===== config.mk =====
export PLATFORM = sky130hd
export DESIGN_NAME = button_conditioner
export DESIGN_NICKNAME = d
export VERILOG_FILES = /design/src/rtl/button_conditioner.sv
export SDC_FILE = /design/constraint.sdc
export NUM_CORES = 1
export LEC_CHECK = 0
export CAP_MARGIN = 25
export CORE_ASPECT_RATIO = 1.1
export CORE_UTILIZATION = 50
export DETAILED_ROUTE_END_ITERATION = 10
export DONT_BUFFER_PORTS = 1
export HOLD_SLACK_MARGIN = 0.05
export SKIP_CTS_REPAIR_TIMING = 1
export SLEW_MARGIN = 0
export SYNTH_ARGS = -nofsm -noshare
export SYNTH_HDL_FRONTEND = slang
export SYNTH_SLANG_ARGS = --single-unit

===== constraint.sdc =====
create_clock -name CLK -period 2.6 [get_ports CLK]
set_input_delay 0.26 -clock CLK [delete_from_list [all_inputs] [get_ports CLK]]
set_output_delay 0.26 -clock CLK [all_outputs]
set_load 0.02 [all_outputs]

===== src/rtl/button_conditioner.sv =====
// button_conditioner: per-button sync, debounce, clean level and press/release strobes.
// Optional AUTO_REPEAT_EN adds held-button auto-repeat on btn_press.
module button_conditioner #(
    parameter int N_BTN           = 4,
    parameter int DEBOUNCE_CYCLES = 240000,
    parameter int BTN_ACTIVE_LOW  = 0,
    parameter int REPEAT_DELAY    = 6000000,
    parameter int REPEAT_PERIOD   = 1200000
) (
    input  logic             CLK,
    input  logic             reset_n,
    input  logic [N_BTN-1:0] btn_raw,
    output logic [N_BTN-1:0] btn_level,
    output logic [N_BTN-1:0] btn_press,
    output logic [N_BTN-1:0] btn_release
);
    localparam int CW = $clog2(DEBOUNCE_CYCLES);
    logic [N_BTN-1:0] s1, s2, diff, done, rise, fall, press_nxt;
    logic [CW-1:0]    cnt [N_BTN];
    assign diff = s2 ^ btn_level;
    assign rise = done & s2;
    assign fall = done & ~s2;
    always_comb begin
        done = '0;
        for (int i = 0; i < N_BTN; i++)
            done[i] = diff[i] && (cnt[i] == CW'(DEBOUNCE_CYCLES - 1));
    end
    always_ff @(posedge CLK or negedge reset_n) begin
        if (!reset_n) begin
            s1          <= '0;
            s2          <= '0;
            btn_level   <= '0;
            btn_press   <= '0;
            btn_release <= '0;
            for (int i = 0; i < N_BTN; i++) cnt[i] <= '0;
        end else begin
            s1          <= btn_raw ^ {N_BTN{BTN_ACTIVE_LOW != 0}};
            s2          <= s1;
            btn_level   <= btn_level ^ done;
            btn_press   <= press_nxt;
            btn_release <= fall;
            for (int i = 0; i < N_BTN; i++)
                cnt[i] <= (diff[i] && !done[i]) ? cnt[i] + 1'b1 : '0;
        end
    end
`ifdef AUTO_REPEAT_EN
    localparam int RMAX = (REPEAT_DELAY > REPEAT_PERIOD) ? REPEAT_DELAY : REPEAT_PERIOD;
    localparam int RW   = $clog2(RMAX + 1);
    logic [RW-1:0]    rcnt [N_BTN];
    logic [N_BTN-1:0] first, rep_hit;
    // first selects the initial delay; later repeats use the shorter period
    always_comb begin
        rep_hit = '0;
        for (int i = 0; i < N_BTN; i++)
            rep_hit[i] = btn_level[i] && !fall[i] &&
                (rcnt[i] == (first[i] ? RW'(REPEAT_DELAY - 1) : RW'(REPEAT_PERIOD - 1)));
    end
    assign press_nxt = rise | rep_hit;
    always_ff @(posedge CLK or negedge reset_n) begin
        if (!reset_n) begin
            first <= '1;
            for (int i = 0; i < N_BTN; i++) rcnt[i] <= '0;
        end else begin
            for (int i = 0; i < N_BTN; i++) begin
                rcnt[i]  <= (!btn_level[i] || rep_hit[i]) ? '0 : rcnt[i] + 1'b1;
                first[i] <= !btn_level[i] ? 1'b1 : (rep_hit[i] ? 1'b0 : first[i]);
            end
        end
    end
`else
    assign press_nxt = rise;
`endif
endmodule


After elaboration in Yosys (flattened, before gate mapping)
Index checks and enable logic that the tools add are counted.
Operators by class
  add/sub/neg operators: 4
  equal/unequal tests: 4
  muxes and demuxes: 4
  bitwise gates (word level): 5
  reduce and logical (&&, ||, !) cells: 12
Operators by type and width (number)
  18-bit by 1-bit adder with 18-bit output, second input constant: 4
  18-bit == test, second input constant: 4
  18-bit 2-to-1 mux: 4
  4-bit AND: 2
  1-bit logical AND: 8
  4-bit bitwise XOR: 2
  1-bit zero test: 4
  4-bit NOT: 1
Storage, ports and cells
  bits in registers: 92
  output and inout port bits: 12

Depth between registers and ports, before layout
  depth in word-level cells: 5
  mapped depth: 6

Worst setup path before layout
OpenSTA, ideal clock, no wires.
  path kind: reg2reg
  start: register cnt[9] (netlist bit)
  end: register with a tool-made name
  library setup time: 125 ps
  data arrival time: 1966 ps
  setup slack: 509 ps
  cell stages (with the launch flop): 5
  buffers on the path: 0
  path through: dfrtp_1 -> or4b_1 -> or4_4 -> or2_4 -> mux2_4
RTL lines
  from (decl): line 19  | logic [CW-1:0] cnt [N_BTN];
  from (signal, indexed assignment): line 43  | cnt[i] <= (diff[i] && !done[i]) ? cnt[i] + 1'b1 : '0;

==> impl_results.md <==
- Fmax: 465 MHz
- Area growth, synth to finish: 9.45%
- Initial core utilization: 0.522
- Relative slew slack: 0.595
- Clk_skew: 0.0124 ns
- Worst endpoint required time: 2.85 ns
- Crit path launch type: flop
- Hpwl dp: 4890 um
- Placeable Area: 0.00804 sq mm
- DR WL met3: 167 um
- Root Driver: clkbuf_8
- Total power: 2410 uW
- Share of cells above drive strength 1: 0.0706
- Chip height: 98.1 um
- Synth cell types: 35
- Ys flop type: dfrtp_1
- Met2 WL post-DR: 3380 um
- Synth area leader: dfrtp_1
- Synth Register Bits: 92
- Detail Route Antenna Nets: 0
- Max cap viols: 0
- Routed wire length: 7390 um
- Max Slew Vio Count: 0
- Routability cong.: 0.841
- Run status: finished, final reports clean
- Synthesized area: 0.00420 sq mm
- Die Wd: 89.4 um
- Slew @ Worst Pin: 0.602 ns
- Synth Area in Adders: 0.0119
- Top layer in use: met4
- Crit end category: flop
- CP arrival: 2.39 ns
- Nets: 430
- Total negative slack: 0 ns
- Final hold vios: 0
- Pwr Density: 524 mW/mm^2
- # diodes: 0
- Syn Nets: 414
- Largest net degree at the start of global routing: 93
- Row count: 34
- Clock Path Buffers: 2
- Min-Delay Path Class: reg -> reg
- Synth Area in Compound Gates: 0.0223
- Period utilization: 0.826
- Reg clk slew, reported paths: 0.09 ns
- Min Clock Period, post-route: 2.15 ns
- Ys async rst share: 1.00
- Gr ovfl total: 0
- Post-Synthesis Cells: 404
- CTS H-tree depth: 3
- RSZ-0062 raised after global routing: no
- Die area: 0.00877 sq mm
- Later-pin clock latency in the skew report: 0.35 ns
- Met1 Wirelength: 3720 um
- Gr usage total: 0.186
- Number of I/O port buffers: 0
- Vias in the first global route: 2824
- Most frequent cell after synthesis: dfrtp_1
- # setup viols final: 0
- Max rail drop VDD: 316 uV
- Detailed Routing Iterations Pass 1: 4
- Syn avg cell area: 10.4 sq um
- Post-synth top area share: 0.548
- CP Class: reg -> reg
- I/O Pins: 18
- Mux contribution to synthesized area: 0.0167
- CTS sink cnt: 92
- Simple-Gate Fraction of Synth Area: 0.258
- Detailed-route via count: 2886
- Num CTS Buffers: 9
- Leak: 0.00180 uW
- TritonCTS clock tree: done
- Largest fanout on the critical path: 6
- First-pass GRT wire length: 12700 um
- Combinational family with the most area after synthesis: simple AND/OR/NAND/NOR gates
- Top cells by area, synth: dfrtp_1 (55%), xnor2_1 (9.6%), nor2_1 (6.3%)
- Vias per std cell: 5.41
- Sequential-to-total area share from yosys stat: 0.548
- Initial antenna violation count: 0
- Synth Area in XOR/XNOR: 0.129
- Ys Warns: 0
- Post-synth top cells: dfrtp_1 (92), nor2_1 (71), xnor2_1 (46)
- Drt wl/cell: 13.9 um
- Initial drt markers: 135
- Post-synth EDFFs: 0
- # DRC: 0
==> metal layers <==
metal  vias to the layer above  global-route usage
met4                         0              0.0806
met3                        11              0.0313
met1                      1398               0.259
met5                         -                   0
met2                        35               0.285
li1                       1442                   -
==> report_power, final <==
| group | switching [uW] | internal [uW] |
|---|---|---|
| Combinational | 59.0 | 31.3 |
| Clock | 496 | 350 |
| Sequential | 21.6 | 1450 |
| Total | 577 | 1830 |
==> registers in the layout, indices dropped and copies added (netlist names), named ones only <==
register	count
s2	4
btn_press	4
btn_release	4
s1	4
cnt	72
==> final cells by class <==
| cell class | count | area [sq um] |
|---|---|---|
| Clock buffer | 11 | 131 |
| Inverter | 9 | 33.8 |
| Fill cell | 707 | 3440 |
| Sequential cell | 92 | 2300 |
| Tap cell | 108 | 135 |
| Timing Repair Buffer | 11 | 115 |
| Multi-Input combinational cell | 297 | 1840 |
| Clock inverter | 5 | 38.8 |
==> cell families after synthesis <==
logic type               Yosys count
AND/OR/NAND/NOR                  209
flip-flops                        92
XOR/XNOR                          62
AO/OA/AOI/OAI                     16
buffers and inverters             15
multiplexers                       6
adder cells (fa/ha/maj)            4
==> worst paths after layout <==
kind | from | to | cells after the start | slack (ns)
max in group asynchronous | reset_n | s2[2]$_DFF_PN0_ | 2 | 1.75
worst min-delay path | s1[3]$_DFF_PN0_ | s2[3]$_DFF_PN0_ | 0 | 0.36
worst max-delay path | cnt[9]$_DFF_PN0_ | flop | 4 | 0.45
min in group asynchronous | reset_n | cnt[58]$_DFF_PN0_ | 2 | 0.49
worst min register to register | s1[3]$_DFF_PN0_ | s2[3]$_DFF_PN0_ | 0 | 0.36
worst max register to register | cnt[9]$_DFF_PN0_ | flop | 4 | 0.45
==> worst max-delay path: stages (launching register included) <==
cell and delay [ns]:
dfrtp_1 0.44, or4b_1 0.51, or4_4 0.53, or2_4 0.26, mux2_4 0.30
==> metrics by stage <==
stage	area, sq um	hold slack, ns	util	worst slack (ns)	cells
2_1_floorplan	4200	-0.0356	-	0.509	404
3_3_place_gp	4350	-0.0338	0.541	0.482	511
3_5_place_dp	4350	-0.0337	0.541	0.470	511
4_1_cts	4520	-0.432	0.562	0.464	527
5_1_grt	4600	0.370	0.572	0.401	533
6_report	4600	0.356	0.572	0.452	533
==> cells in the final DEF, fill, tap and decap left out, drive strengths merged <==
master       netlist  routed
o21ai              6       6
mux2               5       5
and3               7       7
a41o               1       1
nand3             28      28
buf                1       6
or4                6       6
dlygate4sd3        0       5
or4b               2       2
a21o               1       1
o31ai              1       1
xor2              16      16
mux2i              1       1
or2                2       2
clkinv             0       1
nand2             18      18
nor3              16      16
nor4bb             4       4
xnor2             46      46
dfrtp             92      92
clkinvlp           0       4
or3b               1       1
nand2b             1       1
a21oi              7       7
and4               1       1
nand3b             1       1
or3                4       4
ha                 4       4
nor3b              8       8
nand4             22      22
inv                9       9
nor4              17      17
nor2              71      71
clkbuf             5      11
(Power assumes the default switching activity.)
